$ cat config.mk
export PLATFORM = sky130hd
export DESIGN_NAME = mem_port_arbiter_flat
export DESIGN_NICKNAME = d
export VERILOG_FILES = /design/src/rtl/mem_port_if.sv /design/src/rtl/mem_port_arbiter.sv /design/src/flat_wrapper.sv
export SDC_FILE = /design/constraint.sdc
export NUM_CORES = 1
export LEC_CHECK = 0
export CORE_MARGIN = 3
export CORE_UTILIZATION = 31
export CTS_CLUSTER_SIZE = 20
export DETAILED_ROUTE_END_ITERATION = 16
export PLACE_DENSITY = 0.73
export SLEW_MARGIN = 30
export SYNTH_ARGS = -nofsm -noshare
export SYNTH_HDL_FRONTEND = slang
export SYNTH_SLANG_ARGS = --single-unit
$ cat constraint.sdc
create_clock -name clk -period 3.49 [get_ports clk]
set_input_delay 0.698 -clock clk [delete_from_list [all_inputs] [get_ports clk]]
set_output_delay 0.698 -clock clk [all_outputs]
set_load 0.05 [all_outputs]
$ cat src/rtl/mem_port_if.sv
// Bundles the fetch, data and memory-bus handshakes shared by mem_port_arbiter.
// The error outputs exist only when MEM_ARB_TIMEOUT_EN is defined.
interface mem_port_if;
  logic        if_req_valid;
  logic [31:0] if_addr;
  logic        flush_if;
  logic        if_rvalid;
  logic [31:0] if_rdata;
  logic        dm_req_valid;
  logic [31:0] dm_addr;
  logic        dm_we;
  logic [31:0] dm_wdata;
  logic [3:0]  dm_wstrb;
  logic        dm_rvalid;
  logic [31:0] dm_rdata;
  logic        bus_req_valid;
  logic [31:0] bus_addr;
  logic        bus_we;
  logic [31:0] bus_wdata;
  logic [3:0]  bus_wstrb;
  logic        bus_req_ready;
  logic        bus_rsp_valid;
  logic [31:0] bus_rdata;
  logic        stall_if;
  logic        stall_mem;
`ifdef MEM_ARB_TIMEOUT_EN
  logic        if_err;
  logic        dm_err;
`endif

  // Environment side: pipeline requesters and the memory bus.
  modport master (
`ifdef MEM_ARB_TIMEOUT_EN
    input  if_err, dm_err,
`endif
    output if_req_valid, if_addr, flush_if, dm_req_valid, dm_addr, dm_we, dm_wdata, dm_wstrb,
    output bus_req_ready, bus_rsp_valid, bus_rdata,
    input  if_rvalid, if_rdata, dm_rvalid, dm_rdata, stall_if, stall_mem,
    input  bus_req_valid, bus_addr, bus_we, bus_wdata, bus_wstrb
  );

  // Arbiter side.
  modport slave (
`ifdef MEM_ARB_TIMEOUT_EN
    output if_err, dm_err,
`endif
    input  if_req_valid, if_addr, flush_if, dm_req_valid, dm_addr, dm_we, dm_wdata, dm_wstrb,
    input  bus_req_ready, bus_rsp_valid, bus_rdata,
    output if_rvalid, if_rdata, dm_rvalid, dm_rdata, stall_if, stall_mem,
    output bus_req_valid, bus_addr, bus_we, bus_wdata, bus_wstrb
  );
endinterface

$ cat src/rtl/mem_port_arbiter.sv
// Shares one memory bus port between instruction fetch and MEM-stage load/store,
// one transaction at a time. Define MEM_ARB_TIMEOUT_EN to add the REQ/WAIT timeout.
module mem_port_arbiter #(
  parameter int STARVE_LIMIT   = 4,
  parameter int TIMEOUT_CYCLES = 255
) (
  input  logic      clk,
  input  logic      reset_n,
  mem_port_if.slave mem_if
);

  typedef enum logic [1:0] {
    IDLE = 2'd0,
    REQ  = 2'd1,
    WAIT = 2'd2
  } state_e;

  localparam logic OWN_IF = 1'b0;
  localparam logic OWN_DM = 1'b1;

  state_e      state_q, state_d;
  logic        owner_q, owner_d;
  logic        drop_q, drop_d;
  logic [3:0]  starve_q, starve_d;
  logic        bus_req_valid_q, bus_req_valid_d;
  logic [31:0] bus_addr_q, bus_addr_d;
  logic        bus_we_q, bus_we_d;
  logic [31:0] bus_wdata_q, bus_wdata_d;
  logic [3:0]  bus_wstrb_q, bus_wstrb_d;

  logic starve_hit_s;
  logic grant_if_s;
  logic rsp_done_s;
  logic tmo_fire_s;
  logic if_done_s;
  logic dm_done_s;

  assign starve_hit_s = (STARVE_LIMIT != 0) && (int'(starve_q) == STARVE_LIMIT);
  assign grant_if_s   = mem_if.if_req_valid && (!mem_if.dm_req_valid || starve_hit_s);
  assign rsp_done_s   = (state_q == WAIT) && mem_if.bus_rsp_valid;

`ifdef MEM_ARB_TIMEOUT_EN
  logic [7:0] tmo_q, tmo_d;

  // A real response in the same cycle as expiry wins over the timeout.
  assign tmo_fire_s = (state_q != IDLE) && (tmo_q == 8'(TIMEOUT_CYCLES - 1)) && !rsp_done_s;
  assign tmo_d      = (state_q == IDLE) ? 8'd0 : tmo_q + 8'd1;

  // Timeout counter register.
  always_ff @(posedge clk or negedge reset_n) begin
    if (!reset_n) begin
      tmo_q <= 8'd0;
    end else begin
      tmo_q <= tmo_d;
    end
  end
`else
  assign tmo_fire_s = 1'b0;
`endif

  // FSM state and latched bus request registers.
  always_ff @(posedge clk or negedge reset_n) begin
    if (!reset_n) begin
      state_q         <= IDLE;
      owner_q         <= OWN_IF;
      drop_q          <= 1'b0;
      starve_q        <= 4'd0;
      bus_req_valid_q <= 1'b0;
      bus_addr_q      <= 32'd0;
      bus_we_q        <= 1'b0;
      bus_wdata_q     <= 32'd0;
      bus_wstrb_q     <= 4'd0;
    end else begin
      state_q         <= state_d;
      owner_q         <= owner_d;
      drop_q          <= drop_d;
      starve_q        <= starve_d;
      bus_req_valid_q <= bus_req_valid_d;
      bus_addr_q      <= bus_addr_d;
      bus_we_q        <= bus_we_d;
      bus_wdata_q     <= bus_wdata_d;
      bus_wstrb_q     <= bus_wstrb_d;
    end
  end

  // Next-state: arbitration in IDLE, handshake in REQ, response/flush tracking in WAIT.
  always_comb begin
    state_d         = state_q;
    owner_d         = owner_q;
    drop_d          = drop_q;
    starve_d        = starve_q;
    bus_req_valid_d = bus_req_valid_q;
    bus_addr_d      = bus_addr_q;
    bus_we_d        = bus_we_q;
    bus_wdata_d     = bus_wdata_q;
    bus_wstrb_d     = bus_wstrb_q;

    case (state_q)
      IDLE: begin
        drop_d = 1'b0;
        if (mem_if.if_req_valid || mem_if.dm_req_valid) begin
          state_d         = REQ;
          bus_req_valid_d = 1'b1;
          if (grant_if_s) begin
            owner_d     = OWN_IF;
            bus_addr_d  = mem_if.if_addr;
            bus_we_d    = 1'b0;
            bus_wdata_d = 32'd0;
            bus_wstrb_d = 4'd0;
            starve_d    = 4'd0;
          end else begin
            owner_d     = OWN_DM;
            bus_addr_d  = mem_if.dm_addr;
            bus_we_d    = mem_if.dm_we;
            bus_wdata_d = mem_if.dm_wdata;
            bus_wstrb_d = mem_if.dm_wstrb;
            // Only a lost fetch counts as starvation; saturate at 15.
            if (mem_if.if_req_valid && (starve_q != 4'hF)) begin
              starve_d = starve_q + 4'd1;
            end else begin
              starve_d = starve_q;
            end
          end
        end else begin
          state_d = IDLE;
        end
      end
      REQ: begin
        drop_d = drop_q || ((owner_q == OWN_IF) && mem_if.flush_if);
        if (tmo_fire_s) begin
          state_d         = IDLE;
          bus_req_valid_d = 1'b0;
          drop_d          = 1'b0;
        end else if (mem_if.bus_req_ready) begin
          state_d         = WAIT;
          bus_req_valid_d = 1'b0;
        end else begin
          state_d = REQ;
        end
      end
      WAIT: begin
        if (rsp_done_s || tmo_fire_s) begin
          state_d = IDLE;
          drop_d  = 1'b0;
        end else begin
          state_d = WAIT;
          drop_d  = drop_q || ((owner_q == OWN_IF) && mem_if.flush_if);
        end
      end
      default: begin
        state_d         = IDLE;
        bus_req_valid_d = 1'b0;
        drop_d          = 1'b0;
      end
    endcase
  end

  // A flush in the completing cycle itself also suppresses the fetch response.
  assign if_done_s = (rsp_done_s || tmo_fire_s) && (owner_q == OWN_IF) &&
                     !(drop_q || mem_if.flush_if);
  assign dm_done_s = (rsp_done_s || tmo_fire_s) && (owner_q == OWN_DM);

  assign mem_if.if_rvalid     = if_done_s;
  assign mem_if.if_rdata      = (if_done_s && rsp_done_s) ? mem_if.bus_rdata : 32'd0;
  assign mem_if.dm_rvalid     = dm_done_s;
  assign mem_if.dm_rdata      = (dm_done_s && rsp_done_s) ? mem_if.bus_rdata : 32'd0;
  assign mem_if.stall_if      = mem_if.if_req_valid && !if_done_s;
  assign mem_if.stall_mem     = mem_if.dm_req_valid && !dm_done_s;
  assign mem_if.bus_req_valid = bus_req_valid_q && !tmo_fire_s;
  assign mem_if.bus_addr      = bus_addr_q;
  assign mem_if.bus_we        = bus_we_q;
  assign mem_if.bus_wdata     = bus_wdata_q;
  assign mem_if.bus_wstrb     = bus_wstrb_q;
`ifdef MEM_ARB_TIMEOUT_EN
  assign mem_if.if_err        = if_done_s && tmo_fire_s;
  assign mem_if.dm_err        = dm_done_s && tmo_fire_s;
`endif

endmodule

$ cat src/flat_wrapper.sv
// flat-port wrapper written by rule: the top's interface ports become plain ports
module mem_port_arbiter_flat 
#(
  parameter int STARVE_LIMIT   = 4,
  parameter int TIMEOUT_CYCLES = 255
)
  (clk, reset_n, mem_if_if_req_valid, mem_if_if_addr, mem_if_flush_if, mem_if_dm_req_valid, mem_if_dm_addr, mem_if_dm_we, mem_if_dm_wdata, mem_if_dm_wstrb, mem_if_bus_req_ready, mem_if_bus_rsp_valid, mem_if_bus_rdata, mem_if_if_rvalid, mem_if_if_rdata, mem_if_dm_rvalid, mem_if_dm_rdata, mem_if_stall_if, mem_if_stall_mem, mem_if_bus_req_valid, mem_if_bus_addr, mem_if_bus_we, mem_if_bus_wdata, mem_if_bus_wstrb);
  mem_port_if mem_if_i ();
  input  logic clk;
  input  logic reset_n;
  input wire logic [$bits(mem_if_i.if_req_valid)-1:0] mem_if_if_req_valid;
  input wire logic [$bits(mem_if_i.if_addr)-1:0] mem_if_if_addr;
  input wire logic [$bits(mem_if_i.flush_if)-1:0] mem_if_flush_if;
  input wire logic [$bits(mem_if_i.dm_req_valid)-1:0] mem_if_dm_req_valid;
  input wire logic [$bits(mem_if_i.dm_addr)-1:0] mem_if_dm_addr;
  input wire logic [$bits(mem_if_i.dm_we)-1:0] mem_if_dm_we;
  input wire logic [$bits(mem_if_i.dm_wdata)-1:0] mem_if_dm_wdata;
  input wire logic [$bits(mem_if_i.dm_wstrb)-1:0] mem_if_dm_wstrb;
  input wire logic [$bits(mem_if_i.bus_req_ready)-1:0] mem_if_bus_req_ready;
  input wire logic [$bits(mem_if_i.bus_rsp_valid)-1:0] mem_if_bus_rsp_valid;
  input wire logic [$bits(mem_if_i.bus_rdata)-1:0] mem_if_bus_rdata;
  output wire logic [$bits(mem_if_i.if_rvalid)-1:0] mem_if_if_rvalid;
  output wire logic [$bits(mem_if_i.if_rdata)-1:0] mem_if_if_rdata;
  output wire logic [$bits(mem_if_i.dm_rvalid)-1:0] mem_if_dm_rvalid;
  output wire logic [$bits(mem_if_i.dm_rdata)-1:0] mem_if_dm_rdata;
  output wire logic [$bits(mem_if_i.stall_if)-1:0] mem_if_stall_if;
  output wire logic [$bits(mem_if_i.stall_mem)-1:0] mem_if_stall_mem;
  output wire logic [$bits(mem_if_i.bus_req_valid)-1:0] mem_if_bus_req_valid;
  output wire logic [$bits(mem_if_i.bus_addr)-1:0] mem_if_bus_addr;
  output wire logic [$bits(mem_if_i.bus_we)-1:0] mem_if_bus_we;
  output wire logic [$bits(mem_if_i.bus_wdata)-1:0] mem_if_bus_wdata;
  output wire logic [$bits(mem_if_i.bus_wstrb)-1:0] mem_if_bus_wstrb;
  assign mem_if_i.if_req_valid = mem_if_if_req_valid;
  assign mem_if_i.if_addr = mem_if_if_addr;
  assign mem_if_i.flush_if = mem_if_flush_if;
  assign mem_if_i.dm_req_valid = mem_if_dm_req_valid;
  assign mem_if_i.dm_addr = mem_if_dm_addr;
  assign mem_if_i.dm_we = mem_if_dm_we;
  assign mem_if_i.dm_wdata = mem_if_dm_wdata;
  assign mem_if_i.dm_wstrb = mem_if_dm_wstrb;
  assign mem_if_i.bus_req_ready = mem_if_bus_req_ready;
  assign mem_if_i.bus_rsp_valid = mem_if_bus_rsp_valid;
  assign mem_if_i.bus_rdata = mem_if_bus_rdata;
  assign mem_if_if_rvalid = mem_if_i.if_rvalid;
  assign mem_if_if_rdata = mem_if_i.if_rdata;
  assign mem_if_dm_rvalid = mem_if_i.dm_rvalid;
  assign mem_if_dm_rdata = mem_if_i.dm_rdata;
  assign mem_if_stall_if = mem_if_i.stall_if;
  assign mem_if_stall_mem = mem_if_i.stall_mem;
  assign mem_if_bus_req_valid = mem_if_i.bus_req_valid;
  assign mem_if_bus_addr = mem_if_i.bus_addr;
  assign mem_if_bus_we = mem_if_i.bus_we;
  assign mem_if_bus_wdata = mem_if_i.bus_wdata;
  assign mem_if_bus_wstrb = mem_if_i.bus_wstrb;
  mem_port_arbiter #(.STARVE_LIMIT(STARVE_LIMIT), .TIMEOUT_CYCLES(TIMEOUT_CYCLES)) u_core (.clk(clk), .reset_n(reset_n), .mem_if(mem_if_i));
endmodule
==> flow_summary.json <==
{
  "h-tree-depth": 3,
  "row_count": 40,
  "drt-total-wl_mm": 15.4,
  "synth.area.top_cells": "dfrtp_1 50%, and2_1 10%, a22o_1 8.3%",
  "grt_max_degree": 43,
  "fin_crit_sh_pct": 81.1,
  "grt_pass1_wl_mm": 24.4,
  "leakagePower_nw": 3.25,
  "cts_setup_buffers": 0,
  "pwr-share-clk_pct": 15.7,
  "end_kind": "output pin",
  "antenna_found_initial": 0,
  "place.port_buffers": 277,
  "hold_slack_ns": 0.335,
  "min_period_ns": 2.83,
  "layout.cells.non_filler": 831,
  "p_seq_share_pct": 24.7,
  "worstSetupPathType": "input port to output pin",
  "synth.cell_area_um2": 3900,
  "yosys.area_share.adder_pct": 1.92,
  "p_per_area_nw_per_um2": 808,
  "fmax_ghz": 0.353,
  "fin_area_um2": 7800,
  "clock_latency_ns": 0.33,
  "dr.pass1.iters": 4,
  "dpl-instance-area_um2": 7480,
  "avgRoutedWirePerCell_um": 18.5,
  "synth_area_leader_cell": "dfrtp_1",
  "hold_path_class": "input port to async pin",
  "finalPower_mw": 6.31,
  "drive_gt1_share_pct": 15.4,
  "tightest_slew_ns": 0.581,
  "rsz0062_at_grt": "no",
  "critPathLaunchType": "input port",
  "ctsResizeCount": 0,
  "route.detailed.drc": 0,
  "clock_skew_ns": 0.00768,
  "synthSimpleGateAreaFrac_pct": 25.4,
  "cts_tree": "built",
  "hold_viol": 0,
  "arrival_ns": 2.13,
  "diodes": 0,
  "max_slew_margin_pct": 61.2,
  "synth_compound_area_share_pct": 17.1,
  "p_comb_share_pct": 59.7,
  "die_h_um": 118,
  "cts_buffers": 9,
  "fin_util_pct": 64.1,
  "setup_slack_ns": 0.661,
  "cp.required_ns": 2.79,
  "outcome": "finished clean",
  "drtIter0Drc": 248,
  "peakVddDrop_v": 0.000463,
  "area_delta_synth_final_pct": 99.9,
  "place_inst": 815,
  "num_vias": 4155,
  "nets": 804,
  "maxCapViolations": 0,
  "synthMuxAreaShare_pct": 0.256,
  "postSynthAreaPerCell_um2": 9.90,
  "setup_violations": 0,
  "synth.net_count": 540,
  "yosys.area_share.xor_xnor_pct": 0,
  "grt_pass1_vias": 4218,
  "die_w_um": 118,
  "dp_hpwl_mm": 11.9,
  "mostFrequentLayoutCells": "208 x clkdlybuf4s50_1, 78 x dfrtp_1, 68 x buf_12",
  "ys_types": 35,
  "core_area_um2": 12200,
  "clock_sinks": 78,
  "synth_warnings": 0,
  "place_ws_ns": 0.664,
  "synth_top_family_by_area": "simple AND/OR/NAND/NOR gates",
  "switchingPower_mw": 3.01,
  "clk_pin_slew_ns": 0.06,
  "gp_congestion": 0.800,
  "globalRouteOverflowTotal": 0,
  "tns_ns": 0,
  "synth_seq_cells": 78,
  "internal_power_mw": 3.30,
  "syn-instance-count": 394,
  "synth_seq_area_share_pct": 50.0,
  "dieArea_um2": 14000,
  "num_io_pins": 278,
  "hold_buffers": 0,
  "sw_frac_of_total_pct": 47.7,
  "synth_top_area_share_pct": 50.0,
  "slew_viol_final": 0,
  "grt_usage_pct": 22.0,
  "antenna_left": 0,
  "final_common_cell": "clkdlybuf4s50_1",
  "max-clock-path-buffers": 2,
  "initial_core_util_pct": 32.1,
  "cts_root_buf": "clkbuf_16",
  "fill_cells": 978,
  "viasPerCell": 5.00,
  "cp_max_fo": 33
}
==> cells in the mapped netlist, drive strengths merged <==
library cell  instances
o22ai                 1
dfrtp                78
inv                   8
nor2                  7
a21o                  1
and3b                 1
ha                    6
buf                  20
nor3                  1
o32a                  1
nand4b                1
clkbuf               15
a22o                 37
o21ai                 2
o2111ai               1
nor4                  1
o211ai               33
and2                 65
nand3b                1
nand2                66
o21a                  1
o31a                  1
or3                   1
and3                  2
mux2i                 1
nor2b                 3
a21oi                 4
nand3                 1
a21boi                1
nand4                33
==> layer usage <==
metal | global-route usage, % | part of all wire (%)
met1 | 25.5 | 38
met2 | 38.9 | 53
met3 | 6.84 | 7.9
met4 | 6.45 | 1.9
met5 | 0 | 0
==> worst max-delay path, cell delays in order <==
cell and delay, ns:
clkdlybuf4s50_1 0.48, nand2_1 0.11, nor2_1 0.14, buf_4 0.30, and2_1 0.24, buf_12 0.15
==> layout make-up <==
class,instances,area [µm²],share of cell area [%]
clock buffers,10,229,2.94
clock inverters,6,86.3,1.11
inverters,8,30.0,0.385
multi-input cells,273,1760,22.6
flip-flops and latches,78,1950,25.0
well taps,168,210,2.69
repair buffers,288,3530,45.3
==> final timing paths <==
kind                                              from                          end  slack (ns)  cells past startpoint
min in group clk           u_core.mem_if.bus_wdata[10]  u_core.mem_if.bus_wdata[10]        0.50                      1
hold reg to reg            u_core.mem_if.bus_wdata[10]  u_core.mem_if.bus_wdata[10]        0.50                      1
setup / recovery                  mem_if_bus_rsp_valid           mem_if_dm_rdata[7]        0.66                      6
hold / removal                                 reset_n   u_core.mem_if.bus_wstrb[0]        0.34                      1
max in group asynchronous                      reset_n   u_core.mem_if.bus_addr[24]        2.55                      2
setup reg to reg                     u_core.state_q[0]  u_core.mem_if.bus_wdata[23]        1.28                      6
==> sequential cells by signal, indices dropped and copies added, names as in the netlist <==
| register | flops |
|---|---|
| u_core.owner_q | 1 |
| u_core.state_q | 2 |
| u_core.mem_if.bus_we | 1 |
| u_core.drop_q | 1 |
| u_core.mem_if.bus_wdata | 32 |
| u_core.mem_if.bus_addr | 32 |
| u_core.starve_q | 4 |
| u_core.mem_if.bus_req_valid | 1 |
| u_core.mem_if.bus_wstrb | 4 |
==> logic make-up (layout without fill, tap and decap cells) <==
kind of cell / after synthesis / after routing
AO/OA/AOI/OAI: 83 / 83
buffers and inverters: 43 / 312
adder cells (fa/ha/maj): 6 / 6
AND/OR/NAND/NOR: 183 / 183
multiplexers: 1 / 1
flip-flops: 78 / 78
==> power by group through the flow <==
stage	clock (mW)	combinational [mW]	sequential, mW
floorplan	0	1.16	2.77
global placement	0	3.71	1.54
detailed placement	0	3.76	1.57
CTS	1.01	3.79	1.56
global route	1.05	3.96	1.61
finish	0.988	3.76	1.56
Note: power is estimated with default switching activity, not from simulation.
